`src/rtl/sdram_init_seq.sv`:
```
// sdram_init_seq
//   SDRAM power-up sequencer. After reset it waits out the power-up time, then
//   issues PRECHARGE-all, REF_NUM AUTO REFRESH commands, MRS and an optional
//   EMRS. Once in DONE it serves runtime mode-register rewrites over a
//   request/acknowledge handshake, and it restarts the full sequence on ReInit.
//   The main controller owns the command bus only while InitDone is 1.
//
// Ports
//   Clk            in   clock
//   Rest           in   synchronous active-high reset
//   ReInit         in   restart full sequence (honoured in DONE only)
//   MrsReq         in   runtime MRS request, level held until MrsAck
//   MrsVal         in   mode value for runtime MRS, latched on acceptance
//   MrsAck         out  one-cycle pulse when a runtime MRS completes
//   SdramCke       out  clock enable
//   SdramCmd       out  {CS_n,RAS_n,CAS_n,WE_n}
//   SdramAddr      out  A10 on PRE, mode value on MRS/EMRS, else 0
//   SdramBa        out  bank address, 2 on EMRS, else 0
//   InitBusy       out  1 while any sequence runs
//   InitDone       out  1 only in DONE
//   InitDonePulse  out  one-cycle pulse on DONE entry after a full init
//
// state        | meaning
// -------------+---------------------------------------------------------
// S_STABLE     | power-up wait, issues PRE-all when the timer expires
// S_PRE_WAIT   | tRP after init PRE, then first REF
// S_REF_WAIT   | tRFC after a REF, then next REF or MRS
// S_MRS_WAIT   | tMRD after MRS, then EMRS (if enabled) or DONE
// S_EMRS_WAIT  | tMRD after EMRS, then DONE
// S_DONE       | initialised, bus handed to the main controller
// S_RPRE       | runtime rewrite accepted, issues PRE-all next
// S_RPRE_WAIT  | tRP after runtime PRE, then MRS with latched value
// S_RMRS_WAIT  | tMRD after runtime MRS, then DONE with MrsAck

module sdram_init_seq #(
    parameter int                CLK_MHZ     = 100,
    parameter int                ADDR_W      = 13,
    parameter int                BA_W        = 2,
    parameter int                T_STABLE_US = 200,
    parameter int                T_RP_NS     = 20,
    parameter int                T_RFC_NS    = 70,
    parameter int                T_MRD_CYC   = 2,
    parameter int                REF_NUM     = 8,
    parameter int                CAS_LAT     = 3,
    parameter logic [2:0]        BURST_LEN   = 3'b011,
    parameter logic              BURST_TYPE  = 1'b0,
    parameter int                EMRS_EN     = 0,
    parameter logic [ADDR_W-1:0] EMRS_VAL    = '0
) (
    input  logic              Clk,
    input  logic              Rest,
    input  logic              ReInit,
    input  logic              MrsReq,
    input  logic [ADDR_W-1:0] MrsVal,
    output logic              MrsAck,
    output logic              SdramCke,
    output logic [3:0]        SdramCmd,
    output logic [ADDR_W-1:0] SdramAddr,
    output logic [BA_W-1:0]   SdramBa,
    output logic              InitBusy,
    output logic              InitDone,
    output logic              InitDonePulse
);

    localparam int T_STABLE_CYC = T_STABLE_US * CLK_MHZ;
    localparam int T_RP_RAW     = (T_RP_NS * CLK_MHZ + 999) / 1000;
    localparam int T_RFC_RAW    = (T_RFC_NS * CLK_MHZ + 999) / 1000;
    localparam int T_RP_CYC     = (T_RP_RAW < 1) ? 1 : T_RP_RAW;
    localparam int T_RFC_CYC    = (T_RFC_RAW < 1) ? 1 : T_RFC_RAW;
    localparam int MAX_A        = (T_STABLE_CYC > T_RFC_CYC) ? T_STABLE_CYC : T_RFC_CYC;
    localparam int MAX_B        = (T_RP_CYC > T_MRD_CYC) ? T_RP_CYC : T_MRD_CYC;
    localparam int MAX_CYC      = (MAX_A > MAX_B) ? MAX_A : MAX_B;
    localparam int TW           = $clog2(MAX_CYC + 1);
    localparam int RW           = $clog2(REF_NUM + 1);

    // The stable wait loads the full count because the expiry check happens
    // on the edge that issues PRE; every other wait loads count-1 because the
    // command edge itself already consumed one cycle.
    localparam logic [TW-1:0] LD_STABLE = TW'(T_STABLE_CYC);
    localparam logic [TW-1:0] LD_RP     = TW'(T_RP_CYC - 1);
    localparam logic [TW-1:0] LD_RFC    = TW'(T_RFC_CYC - 1);
    localparam logic [TW-1:0] LD_MRD    = TW'(T_MRD_CYC - 1);

    localparam logic [3:0] CMD_NOP = 4'b0111;
    localparam logic [3:0] CMD_PRE = 4'b0010;
    localparam logic [3:0] CMD_REF = 4'b0001;
    localparam logic [3:0] CMD_MRS = 4'b0000;

    localparam logic [2:0]        CL_FIELD    = 3'(CAS_LAT);
    localparam logic [9:0]        MODE_FIELDS = {1'b0, 2'b00, CL_FIELD, BURST_TYPE, BURST_LEN};
    localparam logic [ADDR_W-1:0] MODE_DEF    = ADDR_W'(MODE_FIELDS);
    localparam logic [ADDR_W-1:0] ADDR_PRE    = ADDR_W'(1024);
    localparam logic [BA_W-1:0]   BA_EMRS     = BA_W'(2);
    localparam logic [RW-1:0]     REF_LAST    = RW'(REF_NUM);

    typedef enum logic [3:0] {
        S_STABLE,
        S_PRE_WAIT,
        S_REF_WAIT,
        S_MRS_WAIT,
        S_EMRS_WAIT,
        S_DONE,
        S_RPRE,
        S_RPRE_WAIT,
        S_RMRS_WAIT
    } state_t;

    state_t              state, state_nx;
    logic [TW-1:0]       timer, timer_nx;
    logic [RW-1:0]       ref_cnt, ref_nx;
    logic [ADDR_W-1:0]   mode_val, mode_nx;
    logic                cke_nx, busy_nx, done_nx, dpulse_nx, ack_nx;
    logic [3:0]          cmd_nx;
    logic [ADDR_W-1:0]   addr_nx;
    logic [BA_W-1:0]     ba_nx;
    logic                tmr_zero;

    assign tmr_zero = (timer == '0);

    always_comb begin
        state_nx  = state;
        timer_nx  = tmr_zero ? timer : timer - TW'(1);
        ref_nx    = ref_cnt;
        mode_nx   = mode_val;
        cke_nx    = 1'b1;
        cmd_nx    = CMD_NOP;
        addr_nx   = '0;
        ba_nx     = '0;
        busy_nx   = 1'b1;
        done_nx   = 1'b0;
        dpulse_nx = 1'b0;
        ack_nx    = 1'b0;

        case (state)
            S_STABLE: begin
                if (tmr_zero) begin
                    cmd_nx   = CMD_PRE;
                    addr_nx  = ADDR_PRE;
                    timer_nx = LD_RP;
                    state_nx = S_PRE_WAIT;
                end
            end
            S_PRE_WAIT: begin
                if (tmr_zero) begin
                    cmd_nx   = CMD_REF;
                    timer_nx = LD_RFC;
                    ref_nx   = RW'(1);
                    state_nx = S_REF_WAIT;
                end
            end
            S_REF_WAIT: begin
                if (tmr_zero) begin
                    if (ref_cnt < REF_LAST) begin
                        cmd_nx   = CMD_REF;
                        timer_nx = LD_RFC;
                        ref_nx   = ref_cnt + RW'(1);
                    end else begin
                        cmd_nx   = CMD_MRS;
                        addr_nx  = mode_val;
                        timer_nx = LD_MRD;
                        state_nx = S_MRS_WAIT;
                    end
                end
            end
            S_MRS_WAIT: begin
                if (tmr_zero) begin
                    if (EMRS_EN != 0) begin
                        cmd_nx   = CMD_MRS;
                        addr_nx  = EMRS_VAL;
                        ba_nx    = BA_EMRS;
                        timer_nx = LD_MRD;
                        state_nx = S_EMRS_WAIT;
                    end else begin
                        busy_nx   = 1'b0;
                        done_nx   = 1'b1;
                        dpulse_nx = 1'b1;
                        state_nx  = S_DONE;
                    end
                end
            end
            S_EMRS_WAIT: begin
                if (tmr_zero) begin
                    busy_nx   = 1'b0;
                    done_nx   = 1'b1;
                    dpulse_nx = 1'b1;
                    state_nx  = S_DONE;
                end
            end
            S_DONE: begin
                busy_nx = 1'b0;
                done_nx = 1'b1;
                // ReInit outranks a pending MrsReq; the request stays pending
                // and is picked up on the first DONE cycle after re-init.
                if (ReInit) begin
                    busy_nx  = 1'b1;
                    done_nx  = 1'b0;
                    timer_nx = LD_STABLE;
                    ref_nx   = '0;
                    state_nx = S_STABLE;
                end else if (MrsReq) begin
                    busy_nx  = 1'b1;
                    done_nx  = 1'b0;
                    mode_nx  = MrsVal;
                    state_nx = S_RPRE;
                end
            end
            S_RPRE: begin
                cmd_nx   = CMD_PRE;
                addr_nx  = ADDR_PRE;
                timer_nx = LD_RP;
                state_nx = S_RPRE_WAIT;
            end
            S_RPRE_WAIT: begin
                if (tmr_zero) begin
                    cmd_nx   = CMD_MRS;
                    addr_nx  = mode_val;
                    timer_nx = LD_MRD;
                    state_nx = S_RMRS_WAIT;
                end
            end
            S_RMRS_WAIT: begin
                if (tmr_zero) begin
                    busy_nx  = 1'b0;
                    done_nx  = 1'b1;
                    ack_nx   = 1'b1;
                    state_nx = S_DONE;
                end
            end
            default: begin
                timer_nx = LD_STABLE;
                ref_nx   = '0;
                state_nx = S_STABLE;
            end
        endcase
    end

    always_ff @(posedge Clk) begin
        if (Rest) begin
            state         <= S_STABLE;
            timer         <= LD_STABLE;
            ref_cnt       <= '0;
            mode_val      <= MODE_DEF;
            SdramCke      <= 1'b0;
            SdramCmd      <= CMD_NOP;
            SdramAddr     <= '0;
            SdramBa       <= '0;
            InitBusy      <= 1'b1;
            InitDone      <= 1'b0;
            InitDonePulse <= 1'b0;
            MrsAck        <= 1'b0;
        end else begin
            state         <= state_nx;
            timer         <= timer_nx;
            ref_cnt       <= ref_nx;
            mode_val      <= mode_nx;
            SdramCke      <= cke_nx;
            SdramCmd      <= cmd_nx;
            SdramAddr     <= addr_nx;
            SdramBa       <= ba_nx;
            InitBusy      <= busy_nx;
            InitDone      <= done_nx;
            InitDonePulse <= dpulse_nx;
            MrsAck        <= ack_nx;
        end
    end

endmodule

```
`config.mk`:
```
export PLATFORM = sky130hd
export DESIGN_NAME = sdram_init_seq
export DESIGN_NICKNAME = d
export VERILOG_FILES = /design/src/rtl/sdram_init_seq.sv
export SDC_FILE = /design/constraint.sdc
export NUM_CORES = 1
export LEC_CHECK = 0
export ABC_AREA = 0
export BUFFER_PORTS_ARGS = -buffer_cell sky130_fd_sc_hd__buf_4
export CORE_UTILIZATION = 50
export CTS_CLUSTER_DIAMETER = 120
export DETAILED_ROUTE_END_ITERATION = 7
export HOLD_SLACK_MARGIN = 0.05
export PLACE_DENSITY = 0.71
export SYNTH_ARGS = -nofsm -noshare
export SYNTH_HDL_FRONTEND = slang
export SYNTH_SLANG_ARGS = --single-unit
```
`constraint.sdc`:
```
create_clock -name Clk -period 6.4 [get_ports Clk]
set_input_delay 1.28 -clock Clk [delete_from_list [all_inputs] [get_ports Clk]]
set_output_delay 1.28 -clock Clk [all_outputs]
set_load 0.02 [all_outputs]
```
==> metrics.md <==
| Metric | Value |
|---|---|
| Die area | roughly 6100 um^2 |
| Clock Path Buffers | 2 |
| Leakage | 1.26 nW |
| R2R Setup Slk | approximately 3.6 ns |
| Synthesized flop and latch total | 57 |
| Final Critical Period | ~2.8 ns |
| Layout fillers | about 500 |
| Crit-path cells | inv_1 > ha_1 > nor4b_1 > and4_1 > inv_4 > ha_1 > inv_1 > o32ai_1 > o31ai_1 > a31oi_1 |
| Max-slew headroom | 0.313 |
| Main flop type after synthesis | dfxtp_1 |
| Asr flop ratio synth | 0 |
| Syn Area/Cell | between 8 and 9 um^2 |
| Period utilization | 0.442 |
| Die height | around 80 um |
| Largest net degree at the start of global routing | 34 |
| Post-route ant nets | 0 |
| Setup violators final | 0 |
| Setup TNS | 0 ns |
| ANT cells | 0 |
| Initial DRC count | around 170 |
| Hold path depth | 2 |
| Nets | 370 |
| CP Launch Type | flip-flop |
| CTS Sinks | 57 |
| Starting density of the core | 0.524 |
| Hold buffers post-CTS | 0 |
| CTS resizes | 0 |
| Antenna violations before repair | 0 |
| RSZ-0062 raised after global routing | false |
| WL/cell | roughly 15 um |
| Post-CTS Repair Setup Buffers | 0 |
| Worst min path class | flip-flop to flip-flop |
| Later-pin clock latency in the skew report | 0.33 ns |
| Critical path data arrival time | 3.03 ns |
| Remaining global-route overflow | 0 |
| Placed instance count | ~410 |
| Reg2reg path depth | 10 |
| Mapped cell area | ~2900 um^2 |
| Non-filler instance count after layout | ~430 |
| Layout cell share with drive strength beyond 1 | 0.221 |
| H-tree Lvls | 3 |
| Finished layout cell area | between 3000 and 4000 um^2 |
| Number of enable flip-flop cells after synthesis | 0 |
| Max-slew violation count | 0 |
| HPWL after DPL | around 4300 um |
| Area share of the largest cell type after synthesis | 0.393 |
| Worst hold margin | around 0.45 ns |
| Critical path required time | ~6.6 ns |
| Unique masters post-synth | between 60 and 70 |
| Crit end category | flip-flop |
| Cell count after synthesis | around 320 |
| Number of global-route vias before repair | approximately 2.2k |
| Yosys top cell by area | dfxtp_1 |
| Row count | 27 |
| Vias per cell | 5.77 |
| Hold Fails Final Rpt | 0 |
| DRC viols | 0 |
| CTS clock-pin slew for the worst setup and hold paths | 0.07 ns |
| Post-DP Area | 3130 um^2 |
| Core Region | ~5500 um^2 |
| Total Routing Usage GR | 0.225 |
| Io pins | between 40 and 50 |
| Worst slew pin tran | between 1 and 1.5 ns |
| Pwr Density | between 200 and 250 nW/um^2 |
| Status | finished clean |
| Drt pass-1 iters | 4 |
| CTS tree | yes |
| Die width | around 78 um |
| Number of CTS-inserted buffers | 9 |
| Yosys synthesis warning count | 0 |
| Final GP Congestion | around 0.92 |
| Register area share after synthesis | 0.393 |
| Global-route wire length before repair | approximately 11000 um |
| Routed WL | between 6000 and 7000 um |
| Port bufs | 37 |
| Critical path peak fanout | 20 |
| Skew final | ~0.0061 ns |
| WS Path Type | flip-flop to flip-flop |
| Maximum vdd ir drop | 0.000161 V |
| Total Power | 771 uW |
| Worst stage delay on the critical path | roughly 0.70 ns |
| Max Fclk | 0.354 GHz |
| Root Buffer | clkbuf_8 |
| Via count | between 2k and 2.5k |
| Dominant cells by area after synthesis | dfxtp_1 39%, nand2_1 5.2%, and2_1 2.8% |
| CP max-delay cell | and4_1 |
| Layout area overhead | 14.7% |
| Number of max-cap violations | 0 |
layout by cell type, fill, tap and decap left out, types with 3 or more instances in the layout:
cell | synthesis | final
buf_4 | 5 | 37
clkbuf_8 | 0 | 10
nand2_1 | 40 | 40
o31ai_1 | 8 | 8
a31oi_1 | 3 | 3
nor4_1 | 4 | 4
xnor2_1 | 5 | 5
a21oi_1 | 15 | 15
o41a_2 | 3 | 3
and3_1 | 3 | 3
a211oi_2 | 4 | 4
or4_4 | 3 | 3
conb_1 | 1 | 3
a22oi_1 | 4 | 4
nand3_1 | 14 | 14
and2_1 | 13 | 13
nor2b_1 | 6 | 6
nand2b_1 | 5 | 5
nand4_1 | 4 | 4
a211oi_1 | 8 | 8
nor2_1 | 10 | 10
ha_1 | 5 | 5
dfxtp_1 | 57 | 57
nor3_1 | 7 | 7
o21ai_0 | 11 | 11
mux2i_1 | 5 | 5
or3_1 | 5 | 5
nor3b_1 | 4 | 4
inv_1 | 7 | 7
power breakdown:
part | total [mW] | internal (mW) | leakage [nW] | switching [mW]
clock | 0.330 | 0.189 | 0.0953 | 0.141
sequential | 0.378 | 0.364 | 0.462 | 0.0139
combinational | 0.0630 | 0.0318 | 0.705 | 0.0312
total | 0.771 | 0.585 | 1.26 | 0.186
cells in the mapped netlist (3+ instances only):
library cell	instances
or4_4	3
inv_1	7
a22oi_1	4
and3_1	3
nand2_1	40
nand4_1	4
nor2_1	10
xnor2_1	5
buf_4	5
nor2b_1	6
o41a_2	3
ha_1	5
a211oi_1	8
nor3b_1	4
buf_6	3
nand3_1	14
nand2b_1	5
o21ai_0	11
a31oi_1	3
buf_2	8
dfxtp_1	57
mux2i_1	5
and2_1	13
a211oi_2	4
clkbuf_1	8
nor4_1	4
nor3_1	7
a21oi_1	15
o31ai_1	8
or3_1	5
cell families after synthesis:
family,after synthesis,synth area share
AOI/OAI and AO/OA,79,0.210
xor gates and xnor gates,5,0.0151
adders and majority gates,5,0.0216
buffers and inverters,33,0.0612
DFF,57,0.393
muxes,7,0.0250
other,1,0.00129
and+or+nand+nor,136,0.272
metrics by stage:
stage | utilization | worst slack (ns)
finish | 0.601 | 3.57
global route | 0.601 | 3.34
CTS | 0.601 | 3.61
detailed placement | 0.565 | 3.63
global placement | 0.565 | 3.73
floorplan | - | 4.23
sequential cells by signal (all words and copies together) (netlist names):
register / flops
InitBusy: 1
InitDone: 1
SdramCmd: 3
mode_val: 13
state: 4
SdramCke: 1
timer: 15
MrsAck: 1
SdramAddr: 13
ref_cnt: 4
InitDonePulse: 1
layer usage:
layer / global-route usage / wire, um
met5: 0 / 0
met4: 0.0926 / 113
met3: 0.0640 / 331
met2: 0.348 / 3010
met1: 0.294 / 2920
final timing paths:
check | from | endpoint
setup / recovery | timer[0]$_SDFF_PP0_ | timer[0]$_SDFF_PP0_
hold / removal | mode_val[3]$_SDFFE_PP0P_ | mode_val[3]$_SDFFE_PP0P_
setup reg to reg | timer[0]$_SDFF_PP0_ | timer[0]$_SDFF_PP0_
hold reg to reg | mode_val[3]$_SDFFE_PP0P_ | mode_val[3]$_SDFFE_PP0P_
layout make-up:
| cell class | instances | area, um^2 | share of cell area |
|---|---|---|---|
| sequential | 57 | 1140 | 0.343 |
| timing repair buffer | 37 | 278 | 0.0834 |
| tap | 72 | 90.1 | 0.0271 |
| clock inverter | 5 | 55.1 | 0.0165 |
| inverter | 8 | 32.5 | 0.00977 |
| clock buffer | 11 | 141 | 0.0425 |
| multi-input combinational | 235 | 1590 | 0.478 |
worst max-delay path: cells and delay by family (launching register included):
| family | cells | cell delay [ns] |
|---|---|---|
| AO/OA/AOI/OAI | 3 | 0.46 |
| adder cells (fa/ha/maj) | 2 | 0.41 |
| buffers and inverters | 3 | 0.41 |
| flip-flops | 1 | 0.35 |
| AND/OR/NAND/NOR | 2 | 1.08 |
No activity file was read; power rests on OpenSTA's default activity.
